===== src/rtl/alu_pipe_riscv.sv =====
// Registered RISC-V lane ALU: single-cycle integer/branch ops plus an
// iterative shift-add multiply, with valid/ready handshakes and tags.
module alu_pipe_riscv #(
  parameter int XLEN   = 64,
  parameter int TAG_W  = 4,
  parameter int MUL_EN = 1
) (
  input  logic             clk,
  input  logic             rst,
  input  logic             in_valid,
  output logic             in_ready,
  input  logic [3:0]       alu_op,
  input  logic [XLEN-1:0]  op_a,
  input  logic [XLEN-1:0]  op_b,
  input  logic [TAG_W-1:0] in_tag,
  output logic             out_valid,
  input  logic             out_ready,
  output logic [XLEN-1:0]  out_result,
  output logic             out_br_taken,
  output logic             out_illegal,
  output logic [TAG_W-1:0] out_tag
);

  localparam int SH_W  = $clog2(XLEN);
  localparam int CNT_W = SH_W + 1;

  localparam logic [3:0] OP_ADD  = 4'h0;
  localparam logic [3:0] OP_SUB  = 4'h1;
  localparam logic [3:0] OP_SLL  = 4'h2;
  localparam logic [3:0] OP_XOR  = 4'h3;
  localparam logic [3:0] OP_SRL  = 4'h4;
  localparam logic [3:0] OP_OR   = 4'h5;
  localparam logic [3:0] OP_AND  = 4'h6;
  localparam logic [3:0] OP_BEQ  = 4'h7;
  localparam logic [3:0] OP_BNE  = 4'h8;
  localparam logic [3:0] OP_BLT  = 4'h9;
  localparam logic [3:0] OP_BGE  = 4'hA;
  localparam logic [3:0] OP_SRA  = 4'hB;
  localparam logic [3:0] OP_SLT  = 4'hC;
  localparam logic [3:0] OP_SLTU = 4'hD;
  localparam logic [3:0] OP_MUL  = 4'hE;

  typedef enum logic {IDLE, MUL} state_e;

  state_e           state_q, state_d;
  logic [CNT_W-1:0] cnt_q, cnt_d;
  logic [XLEN-1:0]  a_q, a_d;
  logic [XLEN-1:0]  b_q, b_d;
  logic [XLEN-1:0]  acc_q, acc_d;
  logic [TAG_W-1:0] mtag_q, mtag_d;

  logic             vld_q, vld_d;
  logic [XLEN-1:0]  res_q, res_d;
  logic             br_q, br_d;
  logic             ill_q, ill_d;
  logic [TAG_W-1:0] tag_q, tag_d;

  logic [XLEN-1:0]  alu_res;
  logic             alu_br;
  logic             alu_ill;
  logic [SH_W-1:0]  sh;
  logic             is_mul;
  logic             accept;
  logic             drain;

  assign sh     = op_b[SH_W-1:0];
  assign is_mul = (alu_op == OP_MUL) && (MUL_EN != 0);
  assign in_ready = !rst && (state_q == IDLE)
                    && (!vld_q || out_ready);
  assign accept = in_valid && in_ready;
  assign drain  = vld_q && out_ready;

  always_comb begin
    alu_res = '0;
    alu_br  = 1'b0;
    alu_ill = 1'b0;
    unique case (alu_op)
      OP_ADD:  alu_res = op_a + op_b;
      OP_SUB:  alu_res = op_a - op_b;
      OP_SLL:  alu_res = op_a << sh;
      OP_XOR:  alu_res = op_a ^ op_b;
      OP_SRL:  alu_res = op_a >> sh;
      OP_OR:   alu_res = op_a | op_b;
      OP_AND:  alu_res = op_a & op_b;
      OP_BEQ:  alu_br  = (op_a == op_b);
      OP_BNE:  alu_br  = (op_a != op_b);
      OP_BLT:  alu_br  = ($signed(op_a) < $signed(op_b));
      OP_BGE:  alu_br  = ($signed(op_a) >= $signed(op_b));
      OP_SRA:  alu_res = $signed(op_a) >>> sh;
      OP_SLT:  alu_res = XLEN'($signed(op_a) < $signed(op_b));
      OP_SLTU: alu_res = XLEN'(op_a < op_b);
      OP_MUL:  alu_ill = (MUL_EN == 0);
      default: alu_ill = 1'b1;
    endcase
  end

  always_comb begin
    state_d = state_q;
    cnt_d   = cnt_q;
    a_d     = a_q;
    b_d     = b_q;
    acc_d   = acc_q;
    mtag_d  = mtag_q;
    vld_d   = vld_q;
    res_d   = res_q;
    br_d    = br_q;
    ill_d   = ill_q;
    tag_d   = tag_q;
    // drain first; a same-cycle load below overrides it
    if (drain) begin
      vld_d = 1'b0;
      res_d = '0;
      br_d  = 1'b0;
      ill_d = 1'b0;
      tag_d = '0;
    end
    unique case (state_q)
      IDLE: begin
        if (accept && is_mul) begin
          state_d = MUL;
          a_d     = op_a;
          b_d     = op_b;
          acc_d   = '0;
          cnt_d   = '0;
          mtag_d  = in_tag;
        end else if (accept) begin
          vld_d = 1'b1;
          res_d = alu_res;
          br_d  = alu_br;
          ill_d = alu_ill;
          tag_d = in_tag;
        end
      end
      MUL: begin
        if (cnt_q == CNT_W'(XLEN)) begin
          state_d = IDLE;
          vld_d   = 1'b1;
          res_d   = acc_q;
          br_d    = 1'b0;
          ill_d   = 1'b0;
          tag_d   = mtag_q;
        end else begin
          if (b_q[0]) acc_d = acc_q + a_q;
          a_d   = a_q << 1;
          b_d   = b_q >> 1;
          cnt_d = cnt_q + CNT_W'(1);
        end
      end
      default: state_d = IDLE;
    endcase
  end

  always_ff @(posedge clk) begin
    if (rst) begin
      state_q <= IDLE;
      cnt_q   <= '0;
      a_q     <= '0;
      b_q     <= '0;
      acc_q   <= '0;
      mtag_q  <= '0;
      vld_q   <= 1'b0;
      res_q   <= '0;
      br_q    <= 1'b0;
      ill_q   <= 1'b0;
      tag_q   <= '0;
    end else begin
      state_q <= state_d;
      cnt_q   <= cnt_d;
      a_q     <= a_d;
      b_q     <= b_d;
      acc_q   <= acc_d;
      mtag_q  <= mtag_d;
      vld_q   <= vld_d;
      res_q   <= res_d;
      br_q    <= br_d;
      ill_q   <= ill_d;
      tag_q   <= tag_d;
    end
  end

  assign out_valid    = vld_q;
  assign out_result   = res_q;
  assign out_br_taken = br_q;
  assign out_illegal  = ill_q;
  assign out_tag      = tag_q;

endmodule


===== config.mk =====
export PLATFORM = sky130hd
export DESIGN_NAME = alu_pipe_riscv
export DESIGN_NICKNAME = d
export VERILOG_FILES = /design/src/rtl/alu_pipe_riscv.sv
export SDC_FILE = /design/constraint.sdc
export NUM_CORES = 2
export LEC_CHECK = 0
export CELL_PAD_IN_SITES_DETAIL_PLACEMENT = 0
export CELL_PAD_IN_SITES_GLOBAL_PLACEMENT = 1
export CORE_ASPECT_RATIO = 2
export CORE_MARGIN = 4
export CORE_UTILIZATION = 49
export CTS_CLUSTER_DIAMETER = 30
export DETAILED_ROUTE_END_ITERATION = 8
export PLACE_DENSITY_LB_ADDON = 0.1
export SLEW_MARGIN = 20
export SYNTH_ARGS = -nofsm -noshare
export SYNTH_HDL_FRONTEND = slang
export SYNTH_SLANG_ARGS = --single-unit

===== constraint.sdc =====
create_clock -name clk -period 14.8 [get_ports clk]
set_clock_uncertainty 0.15 [all_clocks]
set_input_delay 2.96 -clock clk [delete_from_list [all_inputs] [get_ports clk]]
set_output_delay 2.96 -clock clk [all_outputs]
set_load 0.01 [all_outputs]

==> results of run 1 <==
## per-layer routing
metal	GRT overflow	global-route usage, %
met2	1	84.17
met1	0	57.44
met3	0	31.54
met4	3	62.56
met5	0	7.342
## logic make-up after synthesis
family                     synth area share (%)
DFF                                       15.51
buffers and inverters                     6.921
xor gates and xnor gates                  1.802
AOI/OAI and AO/OA                         30.61
and+or+nand+nor                           20.03
muxes                                     15.67
adders and majority gates                 9.443
## synth_stat cells (35+ instances only)
cell type and number:
nor3_1 138, mux2i_1 244, a22oi_1 46, mux4_2 122, inv_1 221, o211ai_1 36, a21oi_1 464, clkbuf_1 292
a21o_1 67, a31oi_1 66, a221oi_1 56, nand4_1 55, buf_1 47, nor4_1 35, nor2_1 634, o21bai_1 64
o21ai_0 281, xnor2_1 46, o22ai_1 50, nand3_1 113, nand2_1 429, a211oi_1 191, dfxtp_1 275, ha_1 263
## per-stage QoR
step / util (%) / worst slack, ns / area (µm²) / instances
floorplan: - / 7.691 / 35490 / 4874
global placement: 53.16 / 6.190 / 38180 / 5736
detailed placement: 53.18 / 6.630 / 38200 / 5737
CTS: 56.06 / 7.165 / 40270 / 5847
==> flow_summary.yaml, run 1 <==
run_status:
  status: "did not finish"
  haltStage: "global routing (5_1_grt)"
  stop_error: "[ERROR GRT-0116] Global routing finished with congestion. Check the congestion regions in the DRC Viewer."
clock_network:
  cts_resized: 0
  postCtsSetupBuffers: 0
  cts_hold_buf: 0
  cts_buffers: 59
  cts-root-buf: "clkbuf_16"
  cts_sinks: 275
  clk_path_buf_depth: 3
  cts.htree.levels: 2
synth:
  ys_seq_area_share_pct: 15.51
  yosysTopAreaCell: "dfxtp_1"
  syn_nets: 5280
  ys_seq_elements: 275
  synth_area_leaders: "dfxtp_1 (16%), ha_1 (9.3%), mux4_2 (7.7%)"
  synth_warnings: 0
  syn_area_mm2: 0.03549
  yosysUniqueCellTypes: 100
  synthDominantCellAreaShare_pct: 15.51
  synthFlopType: "dfxtp_1"
  syn_inst: 4874
  synth_edf_count: 0
  avgSynthCellArea_um2: 7.281
  synthArstFlopShare_pct: 0
floorplan:
  io_pins: 212
  fp.dieH_um: 388.6
  die_w_um: 198.3
  row_count: 139
  start_util_pct: 49.40
global_route:
  grt_pass1_vias: 46090
  grt-ovfl-total: 4
  grt_max_degree: 83
  grt_usage_pct: 59.14
  grt_pass1_wl_um: 336000
placement:
  dpl.hpwl_um: 166300
  gp_congestion: 1.225
  io_buffers: 211
==> run 2, diff against run 1 <==
CELL_PAD_IN_SITES_DETAIL_PLACEMENT = not set   (was 0)
CELL_PAD_IN_SITES_GLOBAL_PLACEMENT = not set   (was 1)
CORE_ASPECT_RATIO = not set   (was 2)
CORE_UTILIZATION = 40   (was 49)
CTS_CLUSTER_DIAMETER = not set   (was 30)
PLACE_DENSITY_LB_ADDON = 0.15   (was 0.1)
==> run 2 against run 1 <==
The run now ends clean. Synthesized cell count unchanged. Synthesized area unchanged.
==> flow_summary.yaml, run 2 <==
timing:
  period_needed_ns: 8.160
  timing.hold.ws_ns: 0.3057
  fmax_mhz: 122.5
  maxSlewHeadroom_pct: 14.86
  setup_viol: 0
  finalCritPeriodShare_pct: 55.14
  slew_viol_final: 0
  rsz0062_at_grt: "false"
  hold_viol: 0
  tightest_slew_ns: 1.267
  setup_tns_ns: 0
route:
  wl_per_cell_um: 33.28
  remaining_drc_errors: 0
  ant_nets: 0
  drtPass1Iterations: 9
  met3_length_um: 25290
  wl_met1_um: 82560
  vias_per_cell: 6.848
  wl_met2_um: 82720
  drt_iter0_drc: 6298
  top_layer: "met5"
  vias: 41460
  drt_wl_total_um: 201500
power:
  max-vdd-ir-drop_mv: 0.1225
  total_power_uw: 3028
  powerDensity_mw_per_mm2: 75.73
  p_leak_uw: 0.01510
synth:
  synthArstFlopShare_pct: 0
  yosysTopAreaCell: "dfxtp_1"
  yosysUniqueCellTypes: 100
  ys_top_cells_by_count: "nor2_1 (634), a21oi_1 (464), nand2_1 (429), clkbuf_1 (292), o21ai_0 (281)"
  yosysMostFrequentCell: "nor2_1"
  synthDominantCellAreaShare_pct: 15.51
  avgSynthCellArea_um2: 7.281
  syn_area_mm2: 0.03549
  syn_inst: 4874
  synth_area_leaders: "dfxtp_1 (16%), ha_1 (9.3%), mux4_2 (7.7%)"
  synth_warnings: 0
  synth_edf_count: 0
  ys_seq_elements: 275
  syn_nets: 5280
  ys_seq_area_share_pct: 15.51
  synthFlopType: "dfxtp_1"
placement:
  io_buffers: 211
  gp_congestion: 1.069
  dpl.hpwl_um: 152400
  dp_cells: 5977
global_route:
  grt_pass1_vias: 38200
  grt_max_degree: 136
  grt_usage_pct: 41.00
  antenna_found_initial: 12
  grt_pass1_wl_um: 284300
  grt-ovfl-total: 0
clock_network:
  cts_sinks: 275
  cts-root-buf: "clkbuf_16"
  cts_hold_buf: 0
  cts_tree: "done"
  cts_buffers: 40
  cts.htree.levels: 2
  clkTransAtPathRegs_ns: 0.06
  clk_path_buf_depth: 3
  postCtsSetupBuffers: 0
  clkLatencyLatePin_ns: 0.61
  cts_resized: 0
floorplan:
  coreArea_mm2: 0.08743
  row_count: 108
  die_area_mm2: 0.09354
  start_util_pct: 40.59
  fp.dieH_um: 305.8
  io_pins: 212
  die_w_um: 305.8
worst_setup_path:
  rr_worst_depth: 9
  cp_top_family: "compound AO/OA/AOI/OAI gates"
  path_max_fanout: 55
  path_class: "in2reg"
  critPathSlowestCell: "o21ai_0"
  crit_arrival_ns: 8.46
  crit_chain: "clkbuf_8, buf_4, buf_4, mux4_2, mux2_2, mux2i_1, nand2_1, a21oi_1, nor2_1, o21ai_0, o211ai_1, o21ai_0, a21oi_1"
  critPathBufInv: 3
  max_stage_delay_ns: 0.92
  worstPathRequired_ns: 15.10
  cp-start-kind: "primary input"
  end_kind: "flip-flop"
  path_depth: 13
run_status:
  status: "completed"
layout:
  drive_above_1_share_pct: 8.744
  syn_to_final_growth_pct: 12.68
  n_fill_cell: 9003
  utilization_pct: 45.73
  final_cells: 6054
  nets: 5270
  final_cell_mix: "nor2_1 (629), a21oi_1 (464), nand2_1 (426), o21ai_0 (279), dfxtp_1 (274)"
  final_common_cell: "nor2_1"
flow_run:
  drv_cap: 0
worst_hold_path:
  hold_class: "reg2reg"
  hold_depth: 2
-- run 2: cell counts after synthesis --
Identical to the previous run, type by type.
-- run 2: routing by layer --
metal | global-route usage (%) | vias up
li1 | - | 18170
met1 | 55.73 | 20020
met2 | 59.63 | 2745
met3 | 12.81 | 517
met4 | 17.94 | 12
met5 | 0 | -
-- run 2: final cells by class --
class	instances	area, µm²	area share (%)
Antenna cell	4	10.01	0.02503
Clock buffer	54	1165	2.913
Clock inverter	19	275.3	0.6884
Inverter	226	852.1	2.131
Multi-Input combinational cell	3983	27670	69.20
Sequential cell	275	5509	13.78
Tap cell	1155	1445	3.614
Timing Repair Buffer	338	3058	7.648
-- run 2: power breakdown --
group	internal, µW	total, µW	switching [µW]
sequential	762	788	25.5
clock	644	1080	433
combinational	376	1160	788
total	1780	3030	1250
-- run 2: logic make-up after synthesis --
| kind of cell | Yosys count | share of synthesized area [%] |
|---|---|---|
| xor+xnor | 73 | 1.802 |
| mux | 399 | 15.67 |
| compound gates | 1652 | 30.61 |
| fa+ha+maj | 266 | 9.443 |
| buf+inv | 616 | 6.921 |
| flops | 275 | 15.51 |
| simple gates | 1593 | 20.03 |
-- run 2: path summary, 6_finish.rpt --
path,slack (ns),to,startpoint
setup / recovery,6.64,out_result[29],op_b[0]
hold / removal,0.31,mtag_q[0],mtag_q[0]
setup reg to reg,8.85,b_q[48],state_q
hold reg to reg,0.31,mtag_q[0],mtag_q[0]
-- run 2: through the flow --
step	cell area [µm²]	worst slack, ns
after floorplan	35490	7.691
after global placement	38470	5.266
after detailed placement	38520	6.194
after CTS	39960	6.733
after global routing	39970	6.335
final	39980	6.640
-- run 2: worst reg2reg max path, delay by kind of cell, from the launching register on --
kind,cells,cell delay [ns]
AND/OR/NAND/NOR,5,3.26
buffers and inverters,3,1.65
AO/OA/AOI/OAI,1,0.28
flip-flops,1,0.51
Power figures use the tool's default switching activity.
